`src/rtl/cpu_mem_sequencer_pkg.sv`:
```
// Shared encodings for the CPU memory sequencer: FSM states and bus address-select values.
package cpu_mem_sequencer_pkg;

    typedef enum logic [2:0] {
        ST_IDLE   = 3'd0,
        ST_FETCH  = 3'd1,
        ST_DECODE = 3'd2,
        ST_MEM    = 3'd3,
        ST_COMMIT = 3'd4,
        ST_ERROR  = 3'd5
    } seq_state_t;

    localparam logic BUS_SEL_PC  = 1'b0;
    localparam logic BUS_SEL_ALU = 1'b1;

    function automatic logic is_bus_state(input seq_state_t s);
        return (s == ST_FETCH) || (s == ST_MEM);
    endfunction

endpackage

```
`src/rtl/cpu_mem_sequencer_seq_wait_timer.sv`:
```
// Bus wait-state counter: saturating, cleared outside bus states and on ready, flags expiry.
module seq_wait_timer #(
    parameter int TIMEOUT_CYCLES = 255,
    parameter int TO_W           = 8
) (
    input  logic clk,
    input  logic rst_n,
    input  logic active,
    input  logic ready,
    output logic expired
);

    localparam logic [TO_W-1:0] CNT_LAST = TO_W'(TIMEOUT_CYCLES - 1);
    localparam logic [TO_W-1:0] CNT_MAX  = '1;

    logic [TO_W-1:0] cnt_q;

    always_ff @(posedge clk or negedge rst_n) begin
        if (!rst_n) begin
            cnt_q <= '0;
        end else if (!active || ready) begin
            cnt_q <= '0;
        end else if (cnt_q != CNT_MAX) begin
            cnt_q <= cnt_q + TO_W'(1);
        end
    end

    // A ready in the expiring cycle takes priority, hence the ~ready term.
    assign expired = (TIMEOUT_CYCLES != 0) && active && !ready && (cnt_q == CNT_LAST);

endmodule

```
`src/rtl/cpu_mem_sequencer.sv`:
```
// Multi-cycle fetch/decode/mem/commit sequencer sharing one MIO bus port, with bus timeout.
//   state  | meaning
//   IDLE   | halted at an instruction boundary, waiting for run
//   FETCH  | instruction read from PC, stalls on MIO_ready
//   DECODE | one cycle, latches store/regwrite decode
//   MEM    | load/store data access at ALU address, stalls on MIO_ready
//   COMMIT | single-cycle PC and register-file write
//   ERROR  | bus timed out, left only by reset
module cpu_mem_sequencer
    import cpu_mem_sequencer_pkg::*;
#(
    parameter int TIMEOUT_CYCLES = 255,
    parameter int TO_W           = 8
) (
    input  logic clk,
    input  logic rst_n,
    input  logic run,
    input  logic CPU_MIO,
    input  logic MemRW,
    input  logic RegWrite,
    input  logic MIO_ready,
    output logic bus_req,
    output logic bus_sel,
    output logic bus_we,
    output logic ir_we,
    output logic mdr_we,
    output logic pc_we,
    output logic rf_we,
    output logic busy,
    output logic timeout_err
);

    seq_state_t state_q;
    seq_state_t state_d;
    logic       mem_rw_q;
    logic       rf_q;
    logic       expired;
    logic       bus_active;

    assign bus_active = is_bus_state(state_q);

    seq_wait_timer #(
        .TIMEOUT_CYCLES(TIMEOUT_CYCLES),
        .TO_W          (TO_W)
    ) u_wait_timer (
        .clk    (clk),
        .rst_n  (rst_n),
        .active (bus_active),
        .ready  (MIO_ready),
        .expired(expired)
    );

    always_ff @(posedge clk or negedge rst_n) begin
        if (!rst_n) begin
            state_q  <= ST_IDLE;
            mem_rw_q <= 1'b0;
            rf_q     <= 1'b0;
        end else begin
            state_q <= state_d;
            if (state_q == ST_DECODE) begin
                // Undefined decoder outputs fall into the else branch: plain NOP commit.
                if (MemRW == 1'b1) mem_rw_q <= 1'b1;
                else               mem_rw_q <= 1'b0;
                if (RegWrite == 1'b1) rf_q <= 1'b1;
                else                  rf_q <= 1'b0;
            end
        end
    end

    always_comb begin
        state_d     = state_q;
        bus_req     = 1'b0;
        bus_sel     = BUS_SEL_PC;
        bus_we      = 1'b0;
        ir_we       = 1'b0;
        mdr_we      = 1'b0;
        pc_we       = 1'b0;
        rf_we       = 1'b0;
        busy        = 1'b1;
        timeout_err = 1'b0;
        unique case (state_q)
            ST_IDLE: begin
                busy = 1'b0;
                if (run) state_d = ST_FETCH;
            end
            ST_FETCH: begin
                bus_req = 1'b1;
                ir_we   = MIO_ready;
                if (MIO_ready)    state_d = ST_DECODE;
                else if (expired) state_d = ST_ERROR;
            end
            ST_DECODE: begin
                if (CPU_MIO == 1'b1) state_d = ST_MEM;
                else                 state_d = ST_COMMIT;
            end
            ST_MEM: begin
                bus_req = 1'b1;
                bus_sel = BUS_SEL_ALU;
                bus_we  = mem_rw_q;
                mdr_we  = MIO_ready & ~mem_rw_q;
                if (MIO_ready)    state_d = ST_COMMIT;
                else if (expired) state_d = ST_ERROR;
            end
            ST_COMMIT: begin
                pc_we   = 1'b1;
                rf_we   = rf_q;
                state_d = run ? ST_FETCH : ST_IDLE;
            end
            ST_ERROR: begin
                busy        = 1'b0;
                timeout_err = 1'b1;
            end
            default: begin
                busy    = 1'b0;
                state_d = ST_IDLE;
            end
        endcase
    end

endmodule

```
`config.mk`:
```
export PLATFORM = sky130hd
export DESIGN_NAME = cpu_mem_sequencer
export DESIGN_NICKNAME = d
export VERILOG_FILES = /design/src/rtl/cpu_mem_sequencer_pkg.sv /design/src/rtl/cpu_mem_sequencer_seq_wait_timer.sv /design/src/rtl/cpu_mem_sequencer.sv
export SDC_FILE = /design/constraint.sdc
export NUM_CORES = 1
export LEC_CHECK = 0
export ABC_AREA = 1
export CELL_PAD_IN_SITES_DETAIL_PLACEMENT = 0
export CELL_PAD_IN_SITES_GLOBAL_PLACEMENT = 2
export CORE_ASPECT_RATIO = 0.7
export CORE_UTILIZATION = 30
export CTS_CLUSTER_SIZE = 25
export DETAILED_ROUTE_END_ITERATION = 16
export PLACE_DENSITY = 0.81
export SLEW_MARGIN = 30
export SYNTH_ARGS = -nofsm -noshare
export SYNTH_HDL_FRONTEND = slang
export SYNTH_SLANG_ARGS = --single-unit
```
`constraint.sdc`:
```
create_clock -name clk -period 2.4 [get_ports clk]
set_input_delay 0.6 -clock clk [delete_from_list [all_inputs] [get_ports clk]]
set_output_delay 0.6 -clock clk [all_outputs]
set_load 0.02 [all_outputs]
```
# After elaboration in Yosys (flattened, before gate mapping)
# Cells that the tools add are included.
[totals]
regBits = 13
output_inout_bits = 9
input_bits = 7
elab_cells = 47
[classes]
n_reduce_logical = 11
muxes = 20
n_eq_ne = 8
addsub = 1
bitwise_logic = 3
[ops]
columns = ["op", "n"]
rows = [
  ["3-bit case mux with 6 select lines", 1],
  ["8-bit two-way mux", 2],
  ["3-bit two-way mux", 5],
  ["1-bit two-way mux", 12],
  ["8-bit by 1-bit adder with 8-bit output, second input constant", 1],
  ["8-bit equality test, second input constant", 1],
  ["8-bit inequality test, second input constant", 1],
  ["3-bit by 2-bit equality test with 1-bit output, second input constant", 2],
  ["3-bit equality test, second input constant", 2],
  ["4-bit OR reduction", 1],
  ["3-bit by 1-bit equality test with 1-bit output, second input constant", 1],
  ["3-bit logical NOT", 1],
  ["1-bit logical AND", 2],
  ["1-bit logical NOT", 2],
  ["1-bit logical OR", 2],
  ["2-bit inequality test, second input constant", 1],
  ["1-bit NOT", 2],
  ["2-bit AND reduction", 1],
  ["2-bit nonzero test", 1],
  ["2-bit OR reduction", 1],
  ["1-bit bitwise AND", 1],
]

# Longest topological paths before layout
[logic_depth]
depth_word = 7
mapped_depth = 8
mapped_depth_nobuf = 8

# Modules after synthesis
# From an unflattened synthesis, not the netlist that was laid out.
[hier_totals]
hier_cells = 111
hier_area_um2 = 808.3
[by_module_without_submodules]
columns = ["mod", "area_per_inst_um2", "seq_area_each_um2", "cells_each", "instances"]
rows = [
  ["seq_wait_timer", 485.5, 200.2, 63, 1],
  ["cpu_mem_sequencer", 322.8, 125.1, 48, 1],
]

# Worst setup path before layout
# Ideal clock, no wire load.
[synth_timing]
path_kind = "reg-to-output"
from = "register state_q[2]"
to = "output mdr_we"
path_stages_with_launch = 4
t_arrival_ps = 1186
slack_ps = 614
t_required_ps = 1800
n_path_buf = 0
cell_sequence = "dfrtp_1 > inv_1 > nand3_1 > nor3_1"
[synth_via]
elab_chain_len = 2
[synth_rtl]
columns = ["element", "line", "text"]
rows = [
  ["start: declaration", "cpu_mem_sequencer.sv:33", "seq_state_t state_q;"],
  ["start signal: assignment", "cpu_mem_sequencer.sv:59", "state_q <= state_d;"],
  ["3-bit by 2-bit equality test with 1-bit output", "cpu_mem_sequencer.sv:81", "unique case (state_q)"],
  ["1-bit two-way mux", "cpu_mem_sequencer.sv:81", ""],
  ["end: declaration", "cpu_mem_sequencer.sv:26", "output logic mdr_we,"],
]
# No other way between the ends.

# Worst setup path in the final report
[layout_timing]
from = "register state_q[1]"
to = "output bus_we"
[layout_via]
elab_chain_len = 2
[layout_rtl]
columns = ["element", "line", "text"]
rows = [
  ["3-bit by 2-bit equality test with 1-bit output", "cpu_mem_sequencer.sv:81", ""],
  ["1-bit two-way mux", "cpu_mem_sequencer.sv:81", ""],
  ["end: declaration", "cpu_mem_sequencer.sv:24", "output logic bus_we,"],
]
# No other way between the ends.

==> results.sh <==
export IMPL_outcome="finished, final reports clean"
export IMPL_grt_antenna_before_repair=0
export IMPL_ir_drop_mv=0.304
export IMPL_route_met2_wl_um=679
export IMPL_place_congestion=0.775
export IMPL_vias=751
export IMPL_dieArea_sq_mm=0.00302
export IMPL_wl_per_cell_um=10.6
export IMPL_ys_warnings_count=0
export IMPL_layout_min_cycle_time_ns=2.30
export IMPL_grt_max_degree=14
export IMPL_ios=16
export IMPL_ys_ff_latch=13
export IMPL_final_cell_mix="sky130_fd_sc_hd__nand2_1 (33), sky130_fd_sc_hd__inv_1 (18), sky130_fd_sc_hd__nand3_1 (13), sky130_fd_sc_hd__dfrtp_1 (12), sky130_fd_sc_hd__clkdlybuf4s50_1 (11)"
export IMPL_power_density_mw_per_mm2=864
export IMPL_synthesis_nets=124
export IMPL_rsz0062_at_grt="no"
export IMPL_cts_root_buffer_cell="sky130_fd_sc_hd__clkbuf_8"
export IMPL_area_growth_pct=31.7
export IMPL_drtAntennaViolNets=0
export IMPL_chipWidth_um=65.2
export IMPL_cts_tree="yes"
export IMPL_syn_area_sq_um=840
export IMPL_yosysTopAreaCell="sky130_fd_sc_hd__dfrtp_1"
export IMPL_multiInputGateArea_sq_um=437
export IMPL_vias_in_the_first_global_route=636
export IMPL_drt_first_iter_violations=58
export IMPL_ys_top_cells_by_area="sky130_fd_sc_hd__dfrtp_1 (39%), sky130_fd_sc_hd__nand2_1 (15%), sky130_fd_sc_hd__inv_1 (8.0%)"
export IMPL_synth_ff_type="sky130_fd_sc_hd__dfrtp_1"
export IMPL_path_class="reg2out"
export IMPL_setup_violations=0
export IMPL_n_fill_cell=277
export IMPL_synth_yosys_seq_area_share_pct=38.7
export IMPL_synth_edf_count=0
export IMPL_finalMaxSlewViolations=0
export IMPL_drt_met1_wl_um=1040
export IMPL_post_route_worst_setup_slack_ns=0.101
export IMPL_hold_class="reg2reg"
export IMPL_final_core_utilization_pct=43.3
export IMPL_cts_buffers=3
export IMPL_wl_met3_um=101
export IMPL_design_final_nets=147
export IMPL_syn_area_per_cell_sq_um=7.30
export IMPL_final_common_cell="sky130_fd_sc_hd__nand2_1"
export IMPL_floorplan_core_area_sq_mm=0.00255
export IMPL_highest_layer_used_for_signal_routing="met3"
export IMPL_worst_slew_pin_transition_ns=0.621
export IMPL_clock_latency_ns=0.24
export IMPL_timing_slew_headroom_pct=58.4
export IMPL_n_antenna_cell=0
export IMPL_via_per_inst=4.39
export IMPL_postSynth_asyncResetShare_pct=100
export IMPL_cts_buffer_depth=2
export IMPL_num_rows=15
export IMPL_fmax_ghz=0.435
export IMPL_starting_density_pct=32.9
export IMPL_postCtsHoldBufs=0
export IMPL_finalSetupTns_ns=0
export IMPL_die_height_um=46.3
export IMPL_drt_drc_violations_left=0
export IMPL_grt_pass1_wl_um=3160
export IMPL_timing_max_cap_violations=0
export IMPL_crit_path_start_kind="register"
export IMPL_timing_final_hold_violations=0
export IMPL_cts_num_sinks=13
export IMPL_timing_critical_path_arrival_ns=1.70
export IMPL_synth_cells=115
export IMPL_critPathRequiredTime_ns=1.80
export IMPL_post_route_cells_drive_above_1_share_pct=16.8
export IMPL_io_buffer_count=15
export IMPL_ff_latch_area_sq_um=327
export IMPL_total_power_mw=0.955
export IMPL_worst_setup_path_end_kind="output pin"
export IMPL_grt_remaining_overflow=0
export IMPL_timing_clock_skew_ns=0.00136
export IMPL_critical_path_peak_fanout=6
export IMPL_synth_top_area_share_pct=38.7
export IMPL_yosysUniqueCellTypes=22
export IMPL_routed_wirelength_um=1820
export IMPL_global_route_usage_total_pct=14.4
export IMPL_post_route_period_util_pct=95.8
export IMPL_cts_reportedPaths_clkPinSlew_ns=0.06
export IMPL_hpwlAfterDp_um=1450
export IMPL_cellLeakagePower_nw=0.593
export IMPL_firstDrtPassIters=4
export IMPL_preCtsSetupSlack_ns=-0.166
export IMPL_cts_htree_levels=1
cell usage after synthesis, types with 2 or more instances:
master                      n
sky130_fd_sc_hd__nand2_1   33
sky130_fd_sc_hd__nand3b_1   3
sky130_fd_sc_hd__or2_2      2
sky130_fd_sc_hd__nand3_1   13
sky130_fd_sc_hd__nor2_4     3
sky130_fd_sc_hd__o21ai_2    2
sky130_fd_sc_hd__ha_1       2
sky130_fd_sc_hd__nand2_2    3
sky130_fd_sc_hd__nor2_1    10
sky130_fd_sc_hd__dfrtp_1   13
sky130_fd_sc_hd__inv_1     18
sky130_fd_sc_hd__o21ai_0    3
cells by family (layout without fill, tap and decap cells):
group,after synthesis,in the layout,synth area share (%)
buffers and inverters,20,42,9.54
DFF,13,13,38.7
adders and majority gates,2,2,2.98
AOI/OAI and AO/OA,7,7,5.22
and+or+nand+nor,73,73,43.5
stage by stage:
step	area [sq um]	cells	hold slack [ns]
floorplan	840	115	0.304
global placement	1050	167	0.489
detailed placement	1050	167	0.510
CTS	1100	171	0.524
global route	1110	171	0.580
finish	1110	171	0.525
final timing paths:
path	depth (start not counted)	slack, ns	to	startpoint
min in group asynchronous	1	0.75	u_wait_timer.cnt_q[6]$_DFFE_PN0P_	rst_n
hold / removal	2	0.52	u_wait_timer.cnt_q[6]$_DFFE_PN0P_	u_wait_timer.cnt_q[6]$_DFFE_PN0P_
max in group asynchronous	1	1.22	state_q[0]$_DFFE_PN0P_	rst_n
setup / recovery	3	0.10	bus_we	state_q[1]$_DFFE_PN0P_
hold reg to reg	2	0.52	u_wait_timer.cnt_q[6]$_DFFE_PN0P_	u_wait_timer.cnt_q[6]$_DFFE_PN0P_
setup reg to reg	6	1.07	u_wait_timer.cnt_q[1]$_DFFE_PN0P_	u_wait_timer.cnt_q[1]$_DFFE_PN0P_
routing by layer:
layer | GRT usage, % | vias up
li1 | - | 403
met4 | 2.61 | 0
met2 | 16.9 | 12
met3 | 5.69 | 0
met5 | 0 | -
met1 | 23.1 | 336
layout make-up:
cell class / instances / area share (%)
flip-flops and latches: 13 / 29.5
inverters: 20 / 7.24
repair buffers: 18 / 15.8
clock buffers: 4 / 4.07
well taps: 34 / 3.85
multi-input cells: 82 / 39.5
worst max-delay path: stages (launching register included):
cell and delay [ns]:
sky130_fd_sc_hd__dfrtp_1 0.49, sky130_fd_sc_hd__nand3_1 0.21, sky130_fd_sc_hd__nor2_1 0.14, sky130_fd_sc_hd__clkdlybuf4s50_1 0.61
state kept, by name, summed over array words and instances (netlist names):
| name | flops |
|---|---|
| mem_rw_q | 1 |
| u_wait_timer.cnt_q | 8 |
| state_q | 3 |
| rf_q | 1 |
power breakdown:
group / leakage (nW) / internal, mW / switching, mW
clock: 0.0228 / 0.117 / 0.0811
sequential: 0.173 / 0.267 / 0.0541
combinational: 0.398 / 0.180 / 0.255
total: 0.593 / 0.564 / 0.391
what timing repair did:
item                                    CTS  global route
setup buffers                             0             0
endpoints found under the setup margin    2             3
resized for setup                         2             4
endpoints found under the hold margin     0             0
pin swaps                                 0             0
Power figures use the tool's default switching activity.
